File: config.mk
export PLATFORM = sky130hd
export DESIGN_NAME = alu_writeback_flat
export DESIGN_NICKNAME = d
export VERILOG_FILES = /design/src/rtl/alu_writeback_pkg.sv /design/src/rtl/alu_writeback_if.sv /design/src/rtl/alu_writeback_skid_buf.sv /design/src/rtl/alu_writeback.sv /design/src/flat_wrapper.sv
export SDC_FILE = /design/constraint.sdc
export NUM_CORES = 1
export LEC_CHECK = 0
export CORE_MARGIN = 4
export CORE_UTILIZATION = 55
export DETAILED_ROUTE_END_ITERATION = 12
export DONT_BUFFER_PORTS = 1
export PLACE_DENSITY = 0.82
export SYNTH_ARGS = -nofsm -noshare
export SYNTH_HDL_FRONTEND = slang
export SYNTH_SLANG_ARGS = --single-unit
File: constraint.sdc
create_clock -name clk -period 1.6 [get_ports clk]
set_input_delay 0.24 -clock clk [delete_from_list [all_inputs] [get_ports clk]]
set_output_delay 0.24 -clock clk [all_outputs]
set_load 0.02 [all_outputs]
File: src/rtl/alu_writeback_pkg.sv
// Shared definitions for the ALU writeback slice: word widths, status-op
// encoding, status bit positions and the writeback control states.
package alu_pkg;

    localparam int DATA_W = 20;
    localparam int HALF_W = DATA_W / 2;
    localparam int ADDR_W = 4;

    // Encoding of the per-op status register action
    typedef enum logic [1:0] {
        SR_ALU  = 2'b00,
        SR_LSR  = 2'b01,
        SR_XSR  = 2'b10,
        SR_NONE = 2'b11
    } sr_op_t;

    // Bit positions inside the {T,C,S,Z} status register
    localparam int STAT_Z = 0;
    localparam int STAT_S = 1;
    localparam int STAT_C = 2;
    localparam int STAT_T = 3;

    // Writeback control states
    typedef enum logic [1:0] {
        RUN   = 2'd0,
        STALL = 2'd1,
        TRAP  = 2'd2
    } wb_state_t;

endpackage

File: src/rtl/alu_writeback_if.sv
// ALU-result input handshake and register-file write port, bundled.
// The slave modport is the writeback stage; master is the ALU/regfile side.
interface alu_writeback_if #(
    parameter int DATA_W = 20,
    parameter int ADDR_W = 4
);

    logic              in_valid;
    logic              in_ready;
    logic [DATA_W-1:0] in_result;
    logic              in_zero;
    logic              in_sign;
    logic              in_carry;
    logic              in_mode;
    logic              in_wr_en;
    logic [ADDR_W-1:0] in_rd_addr;
    logic [1:0]        in_sr_op;
    logic              in_trap;

    logic              rf_we;
    logic              rf_ready;
    logic [ADDR_W-1:0] rf_waddr;
    logic [DATA_W-1:0] rf_wdata;

    modport master (
        output in_valid, in_result, in_zero, in_sign, in_carry, in_mode,
               in_wr_en, in_rd_addr, in_sr_op, in_trap, rf_ready,
        input  in_ready, rf_we, rf_waddr, rf_wdata
    );

    modport slave (
        input  in_valid, in_result, in_zero, in_sign, in_carry, in_mode,
               in_wr_en, in_rd_addr, in_sr_op, in_trap, rf_ready,
        output in_ready, rf_we, rf_waddr, rf_wdata
    );

endinterface

File: src/rtl/alu_writeback_skid_buf.sv
// Two-entry FIFO between the writeback stage and the register file.
// The head entry is presented straight from storage, so a pushed item is
// visible on the pop side one cycle after the push and stays stable while
// the consumer is not ready.
module wb_skid_buf #(
    parameter int W     = 24,
    parameter int DEPTH = 2
) (
    input  logic         clk,
    input  logic         rst_n,
    input  logic         push_valid,
    output logic         push_ready,
    input  logic [W-1:0] push_data,
    output logic         pop_valid,
    input  logic         pop_ready,
    output logic [W-1:0] pop_data,
    output logic [1:0]   count
);

    localparam logic [1:0] FULL_CNT = 2'(DEPTH);

    logic [W-1:0] mem [0:1];
    logic         wr_ptr;
    logic         rd_ptr;
    logic [1:0]   cnt;
    logic         do_push;
    logic         do_pop;

    assign push_ready = (cnt != FULL_CNT);
    assign pop_valid  = (cnt != 2'd0);
    assign do_push    = push_valid && push_ready;
    assign do_pop     = pop_valid && pop_ready;
    assign pop_data   = mem[rd_ptr];
    assign count      = cnt;

    // Storage, pointers and occupancy; reset clears contents so the pop side reads zero
    always_ff @(posedge clk or negedge rst_n) begin
        if (!rst_n) begin
            mem[0] <= '0;
            mem[1] <= '0;
            wr_ptr <= 1'b0;
            rd_ptr <= 1'b0;
            cnt    <= 2'd0;
        end else begin
            if (do_push) begin
                mem[wr_ptr] <= push_data;
                wr_ptr      <= ~wr_ptr;
            end
            if (do_pop) begin
                rd_ptr <= ~rd_ptr;
            end
            cnt <= cnt + {1'b0, do_push} - {1'b0, do_pop};
        end
    end

endmodule

File: src/rtl/alu_writeback.sv
// ALU writeback stage: owns the {T,C,S,Z} status register, applies the
// LSR/XSR status ops, masks half-word results and feeds register-file
// writes through a 2-entry skid buffer. A Trap op halts intake until the
// buffer has drained and trap_clear is pulsed.
// Optional build macro ALU_WB_PERF_CNT_EN adds retired_cnt and stall_cnt.
module alu_writeback #(
    parameter int DATA_W    = alu_pkg::DATA_W,
    parameter int ADDR_W    = alu_pkg::ADDR_W,
    parameter int BUF_DEPTH = 2
) (
    input  logic        clk,
    input  logic        rst_n,
    alu_writeback_if.slave bus,
    output logic [3:0]  status,
    output logic        trap_active,
    input  logic        trap_clear
`ifdef ALU_WB_PERF_CNT_EN
    ,
    output logic [31:0] retired_cnt,
    output logic [31:0] stall_cnt
`endif
);

    import alu_pkg::*;

    localparam int HALF  = DATA_W / 2;
    localparam int PKT_W = ADDR_W + DATA_W;

    wb_state_t         state;
    wb_state_t         state_next;
    sr_op_t            sr_op;
    logic              started;
    logic              accept;
    logic              push;
    logic              pop;
    logic              buf_ready;
    logic [1:0]        buf_count;
    logic [1:0]        count_next;
    logic [DATA_W-1:0] wdata_in;
    logic [PKT_W-1:0]  push_pkt;
    logic [PKT_W-1:0]  head_pkt;
    logic [3:0]        status_next;

    // Holds intake closed until the first clock edge after reset release
    always_ff @(posedge clk or negedge rst_n) begin
        if (!rst_n) begin
            started <= 1'b0;
        end else begin
            started <= 1'b1;
        end
    end

    assign bus.in_ready = started && buf_ready && (state != TRAP);
    assign accept       = bus.in_valid && bus.in_ready;
    assign push         = accept && bus.in_wr_en && !bus.in_trap;
    assign pop          = bus.rf_we && bus.rf_ready;
    assign sr_op        = sr_op_t'(bus.in_sr_op);
    assign trap_active  = (state == TRAP);
    assign count_next   = buf_count + {1'b0, push} - {1'b0, pop};

    assign wdata_in = bus.in_mode ? bus.in_result
                                  : {{(DATA_W-HALF){1'b0}}, bus.in_result[HALF-1:0]};
    assign push_pkt = {bus.in_rd_addr, wdata_in};

    wb_skid_buf #(
        .W     (PKT_W),
        .DEPTH (BUF_DEPTH)
    ) u_skid (
        .clk        (clk),
        .rst_n      (rst_n),
        .push_valid (push),
        .push_ready (buf_ready),
        .push_data  (push_pkt),
        .pop_valid  (bus.rf_we),
        .pop_ready  (bus.rf_ready),
        .pop_data   (head_pkt),
        .count      (buf_count)
    );

    assign bus.rf_waddr = head_pkt[PKT_W-1:DATA_W];
    assign bus.rf_wdata = head_pkt[DATA_W-1:0];

    // Control state register
    always_ff @(posedge clk or negedge rst_n) begin
        if (!rst_n) begin
            state <= RUN;
        end else begin
            state <= state_next;
        end
    end

    // Next-state: stall tracks buffer occupancy, a trap overrides everything
    always_comb begin
        state_next = state;
        case (state)
            RUN:     if (count_next == 2'd2) state_next = STALL;
            STALL:   if (count_next <= 2'd1) state_next = RUN;
            TRAP:    if (trap_clear && (buf_count == 2'd0)) state_next = RUN;
            default: state_next = RUN;
        endcase
        if (accept && bus.in_trap) begin
            state_next = TRAP;
        end
    end

    // Status update from the accepted op, or T cleared when leaving TRAP
    always_comb begin
        status_next = status;
        if (accept) begin
            if (bus.in_trap) begin
                status_next[STAT_T] = 1'b1;
            end else begin
                case (sr_op)
                    SR_ALU: begin
                        status_next[STAT_Z] = bus.in_zero;
                        status_next[STAT_S] = bus.in_sign;
                        status_next[STAT_C] = bus.in_carry;
                    end
                    SR_LSR:  status_next = bus.in_result[3:0];
                    SR_XSR:  status_next = status ^ bus.in_result[3:0];
                    default: status_next = status;
                endcase
            end
        end else if ((state == TRAP) && (state_next == RUN)) begin
            status_next[STAT_T] = 1'b0;
        end
    end

    // Architectural status register
    always_ff @(posedge clk or negedge rst_n) begin
        if (!rst_n) begin
            status <= 4'b0000;
        end else begin
            status <= status_next;
        end
    end

`ifdef ALU_WB_PERF_CNT_EN
    // Retired-op and input-stall event counters, free-running and wrapping
    always_ff @(posedge clk or negedge rst_n) begin
        if (!rst_n) begin
            retired_cnt <= 32'd0;
            stall_cnt   <= 32'd0;
        end else begin
            if (accept && !bus.in_trap) begin
                retired_cnt <= retired_cnt + 32'd1;
            end
            if (bus.in_valid && !bus.in_ready) begin
                stall_cnt <= stall_cnt + 32'd1;
            end
        end
    end
`endif

endmodule

File: src/flat_wrapper.sv
// flat-port wrapper written by rule: the top's interface ports become plain ports
module alu_writeback_flat import alu_pkg::*;
#(
    parameter int DATA_W    = alu_pkg::DATA_W,
    parameter int ADDR_W    = alu_pkg::ADDR_W,
    parameter int BUF_DEPTH = 2
)
  (clk, rst_n, status, trap_active, trap_clear, bus_in_valid, bus_in_result, bus_in_zero, bus_in_sign, bus_in_carry, bus_in_mode, bus_in_wr_en, bus_in_rd_addr, bus_in_sr_op, bus_in_trap, bus_rf_ready, bus_in_ready, bus_rf_we, bus_rf_waddr, bus_rf_wdata);
  alu_writeback_if #(.DATA_W(DATA_W), .ADDR_W(ADDR_W)) bus_i ();
  input  logic clk;
  input  logic rst_n;
  output logic [3:0] status;
  output logic trap_active;
  input  logic trap_clear;
  input wire logic [$bits(bus_i.in_valid)-1:0] bus_in_valid;
  input wire logic [$bits(bus_i.in_result)-1:0] bus_in_result;
  input wire logic [$bits(bus_i.in_zero)-1:0] bus_in_zero;
  input wire logic [$bits(bus_i.in_sign)-1:0] bus_in_sign;
  input wire logic [$bits(bus_i.in_carry)-1:0] bus_in_carry;
  input wire logic [$bits(bus_i.in_mode)-1:0] bus_in_mode;
  input wire logic [$bits(bus_i.in_wr_en)-1:0] bus_in_wr_en;
  input wire logic [$bits(bus_i.in_rd_addr)-1:0] bus_in_rd_addr;
  input wire logic [$bits(bus_i.in_sr_op)-1:0] bus_in_sr_op;
  input wire logic [$bits(bus_i.in_trap)-1:0] bus_in_trap;
  input wire logic [$bits(bus_i.rf_ready)-1:0] bus_rf_ready;
  output wire logic [$bits(bus_i.in_ready)-1:0] bus_in_ready;
  output wire logic [$bits(bus_i.rf_we)-1:0] bus_rf_we;
  output wire logic [$bits(bus_i.rf_waddr)-1:0] bus_rf_waddr;
  output wire logic [$bits(bus_i.rf_wdata)-1:0] bus_rf_wdata;
  assign bus_i.in_valid = bus_in_valid;
  assign bus_i.in_result = bus_in_result;
  assign bus_i.in_zero = bus_in_zero;
  assign bus_i.in_sign = bus_in_sign;
  assign bus_i.in_carry = bus_in_carry;
  assign bus_i.in_mode = bus_in_mode;
  assign bus_i.in_wr_en = bus_in_wr_en;
  assign bus_i.in_rd_addr = bus_in_rd_addr;
  assign bus_i.in_sr_op = bus_in_sr_op;
  assign bus_i.in_trap = bus_in_trap;
  assign bus_i.rf_ready = bus_rf_ready;
  assign bus_in_ready = bus_i.in_ready;
  assign bus_rf_we = bus_i.rf_we;
  assign bus_rf_waddr = bus_i.rf_waddr;
  assign bus_rf_wdata = bus_i.rf_wdata;
  alu_writeback #(.DATA_W(DATA_W), .ADDR_W(ADDR_W), .BUF_DEPTH(BUF_DEPTH)) u_core (.clk(clk), .rst_n(rst_n), .bus(bus_i), .status(status), .trap_active(trap_active), .trap_clear(trap_clear));
endmodule
==> summary.txt <==
Status
  • Status: complete, but fails checks
  • Violations in the final reports: negative hold slack, negative setup slack

Route
  • M1 WL: 2566 µm
  • DR vias: 1760
  • DRT Pass-1 Iters: 4
  • DR iter-0 viols: 70
  • Drt total wl: 6237 µm
  • Residual DRC count: 0
  • DR top layer: met4
  • Routed met2 length: 3151 µm
  • Routed Antenna Nets: 0
  • Via density: 5.587
  • Met3 wire len: 419 µm
  • Routed wire length per instance: 19.80 µm

Layout
  • Nets@finish: 285
  • Proportion of layout cells with a drive suffix above 1: 0.4980
  • Final Cell Area: 0.003652 mm²
  • Area Growth Syn to Fin: 22.91%
  • N_diodes: 0
  • Non-filler cells, final: 315

STA
  • Final setup viols: 37
  • WHS: -398.6 ps
  • Slew Limit Fails: 0
  • PnR worst setup slack: -80.70 ps
  • RSZ-0062 raised after global routing: yes
  • Final min period: 1681 ps
  • Fmax: 595.0 MHz
  • Final hold vios: 59
  • Final critical-path share of the clock period: 1.050
  • Worst Clk Skew: 5.389 ps
  • Setup_tns: -663.2 ps

GRT
  • First-pass GRT wire length: 8549 µm
  • Vias in the first global route: 1762
  • Aggregate global-route resource usage: 0.1769
  • GRT overflow: 0
  • Initial antenna violation count: 0
  • Largest net degree at the start of global routing: 60

Floorplan
  • Die area: 0.006643 mm²
  • Initial core utilization: 0.5745
  • Die Span X: 81.51 µm
  • Num rows: 26
  • Die span in y: 81.51 µm
  • Io pins: 68
  • Core area: 0.005172 mm²

Pwr
  • Power Total: 0.007242 W
  • Leak: 1.820 nW
  • Pwr Density: 1983 mW/mm²
  • Peak VDD IR: 1.202 mV

Synth
  • FF+latch count, synth: 59
  • XOR/XNOR share of the synthesized area: 0.02653
  • Synth Instances: 217
  • Syn avg cell area: 13.69 µm²
  • YS warnings: 0
  • Largest family of logic cells by synthesized area: multiplexers
  • Synth Area in Simple Gates: 0.08379
  • Synth async-reset ratio: 1.000
  • Mux cell area share after synthesis: 0.2931
  • Top FF cell, synth: dfrtp_1
  • Mapped Area: 0.002972 mm²
  • Syn Nets: 261
  • Number of synthesized flops with an enable pin: 0
  • Compound-cell area share of the yosys netlist: 0.03032
  • Synthesized-area fraction occupied by adder cells: 0.02947
  • Cell variety after synth: 36
  • Seq/Total Area, Yosys: 0.4968

Clocking
  • Clock Path Buffers: 2
  • Clk pin slew, worst setup/hold paths: 60 ps
  • Clk sink count: 59
  • CTS tree: done
  • H-tree depth: 3
  • Insertion delay to the later sink of the worst-skew pair: 330 ps
  • TritonCTS Buffers: 9
  • CTS root buf: clkbuf_8

Setup path
  • Crit Path Max Fanout: 3
  • R2R setup slack: -80 ps
  • Launching point of the worst reg2reg path: u_core.state[1]$_DFF_PN0_
  • Crit Path Category: reg -> reg
  • Critical path launch point type: register
  • Worst r2r dst: u_core.state[0]$_DFF_PN0_
  • Worst reg-to-reg path cell count: 8
  • Crit end category: register
  • Critical path data arrival time: 1900 ps
  • CP required: 1820 ps

Place
  • Dpl hpwl: 3766 µm
  • GP Congestion: 0.8434
  • Post-DP Area: 0.003105 mm²
  • Post-Place Cells: 292
  • IO Port Bufs: 0

Min path
  • Hold Crit Class: in -> async

Flow run
  • Max Cap Viol: 0
layout make-up:
type / count / area (µm²)
well taps: 70 / 87.58
clock inverters: 2 / 10.01
multi-input cells: 140 / 1590
clock buffers: 13 / 168.9
inverters: 10 / 37.54
flip-flops and latches: 59 / 1480
fillers: 354 / 1520
repair buffers: 21 / 277.8
where the power goes:
group | leakage, nW | internal, W | switching [W]
clock | 0.0953 | 0.000675 | 0.000532
combinational | 0.973 | 0.00190 | 0.00143
sequential | 0.752 | 0.00215 | 0.000546
cells in the final DEF (no fill, tap or decap), types with 3 or more instances in the layout:
cell	count
mux2_4	64
dfrtp_1	56
clkbuf_8	12
inv_1	10
and2_1	10
nand2_1	8
buf_4	8
mux2_2	7
ha_1	6
buf_6	6
xnor2_1	4
o21ai_0	4
xor2_1	3
nor2b_1	3
clkbuf_16	3
buf_12	3
dfrtp_2	3
how the worst max path moves through the flow:
stage	start	endpoint	slack (ps)	cells past startpoint
global placement	u_core.state[1]$_DFF_PN0_	u_core.state[0]$_DFF_PN0_	-30	8
global route	u_core.u_skid.count[0]$_DFF_PN0_	u_core.u_skid.count[1]$_DFF_PN0_	-180	7
detailed placement	u_core.u_skid.count[1]$_DFF_PN0_	u_core.state[0]$_DFF_PN0_	-80	8
floorplan	u_core.state[1]$_DFF_PN0_	u_core.state[0]$_DFF_PN0_	-30	8
finish	u_core.state[1]$_DFF_PN0_	u_core.state[0]$_DFF_PN0_	-80	8
CTS	u_core.state[1]$_DFF_PN0_	u_core.state[0]$_DFF_PN0_	-80	8
worst max-delay path, cell delays in order, from the launching register on:
cell,delay (ps)
dfrtp_1,370
or2b_4,230
nand4_1,80
ha_1,280
inv_1,40
ha_2,180
xnor2_2,130
xnor2_1,120
and3_1,130
cells by family after synthesis:
| group | count (synthesis) |
|---|---|
| AOI/OAI and AO/OA | 13 |
| xor gates and xnor gates | 9 |
| adders and majority gates | 7 |
| buffers and inverters | 18 |
| DFF | 59 |
| muxes | 71 |
| other | 1 |
| and+or+nand+nor | 39 |
layer usage:
| metal | vias up | GRT usage |
|---|---|---|
| met4 | 0 | 0.07601 |
| met3 | 9 | 0.07346 |
| li1 | 811 | - |
| met5 | - | 0 |
| met1 | 896 | 0.1989 |
| met2 | 44 | 0.2948 |
flip-flops by register name, indices dropped and copies added (netlist names):
| register | flops |
|---|---|
| u_core.u_skid.mem | 48 |
| u_core.status | 4 |
| u_core.state | 2 |
| u_core.u_skid.count | 2 |
| u_core.started | 1 |
| u_core.u_skid.rd_ptr | 1 |
| u_core.u_skid.wr_ptr | 1 |
what timing repair did:
action | in CTS | in global routing
setup buffers | 2 | 1
pin swaps | 2 | 1
gates resized for setup | 6 | 66
setup endpoints to repair | 42 | 69
gates cloned | 0 | 5
hold endpoints to repair | 59 | 59
cell usage after synthesis (all sizes together) (2+ instances only):
library cell / instances / area, µm²
and3: 2 / 12.51
xor2: 3 / 26.28
dfrtp: 59 / 1476
and2: 11 / 70.07
inv: 10 / 37.54
o31ai: 2 / 15.01
xnor2: 6 / 52.55
nor2b: 5 / 38.78
o21ai: 4 / 20.02
buf: 7 / 73.82
nand2: 8 / 30.03
nor2: 4 / 17.52
a221oi: 2 / 17.52
ha: 7 / 87.58
mux2: 71 / 870.8
nand3: 2 / 10.01
nand4: 3 / 33.78
metrics by stage:
| step | worst slack, ps | hold slack, ps | util |
|---|---|---|---|
| finish | -80.70 | -398.6 | 0.7061 |
| global route | -183.1 | -429.5 | 0.7061 |
| CTS | -80.77 | -424.4 | 0.6422 |
| detailed placement | -79.41 | -53.74 | 0.6004 |
| global placement | -25.87 | -53.14 | 0.6004 |
| floorplan | -27.98 | -55.59 | - |
Power figures use the tool's default switching activity.
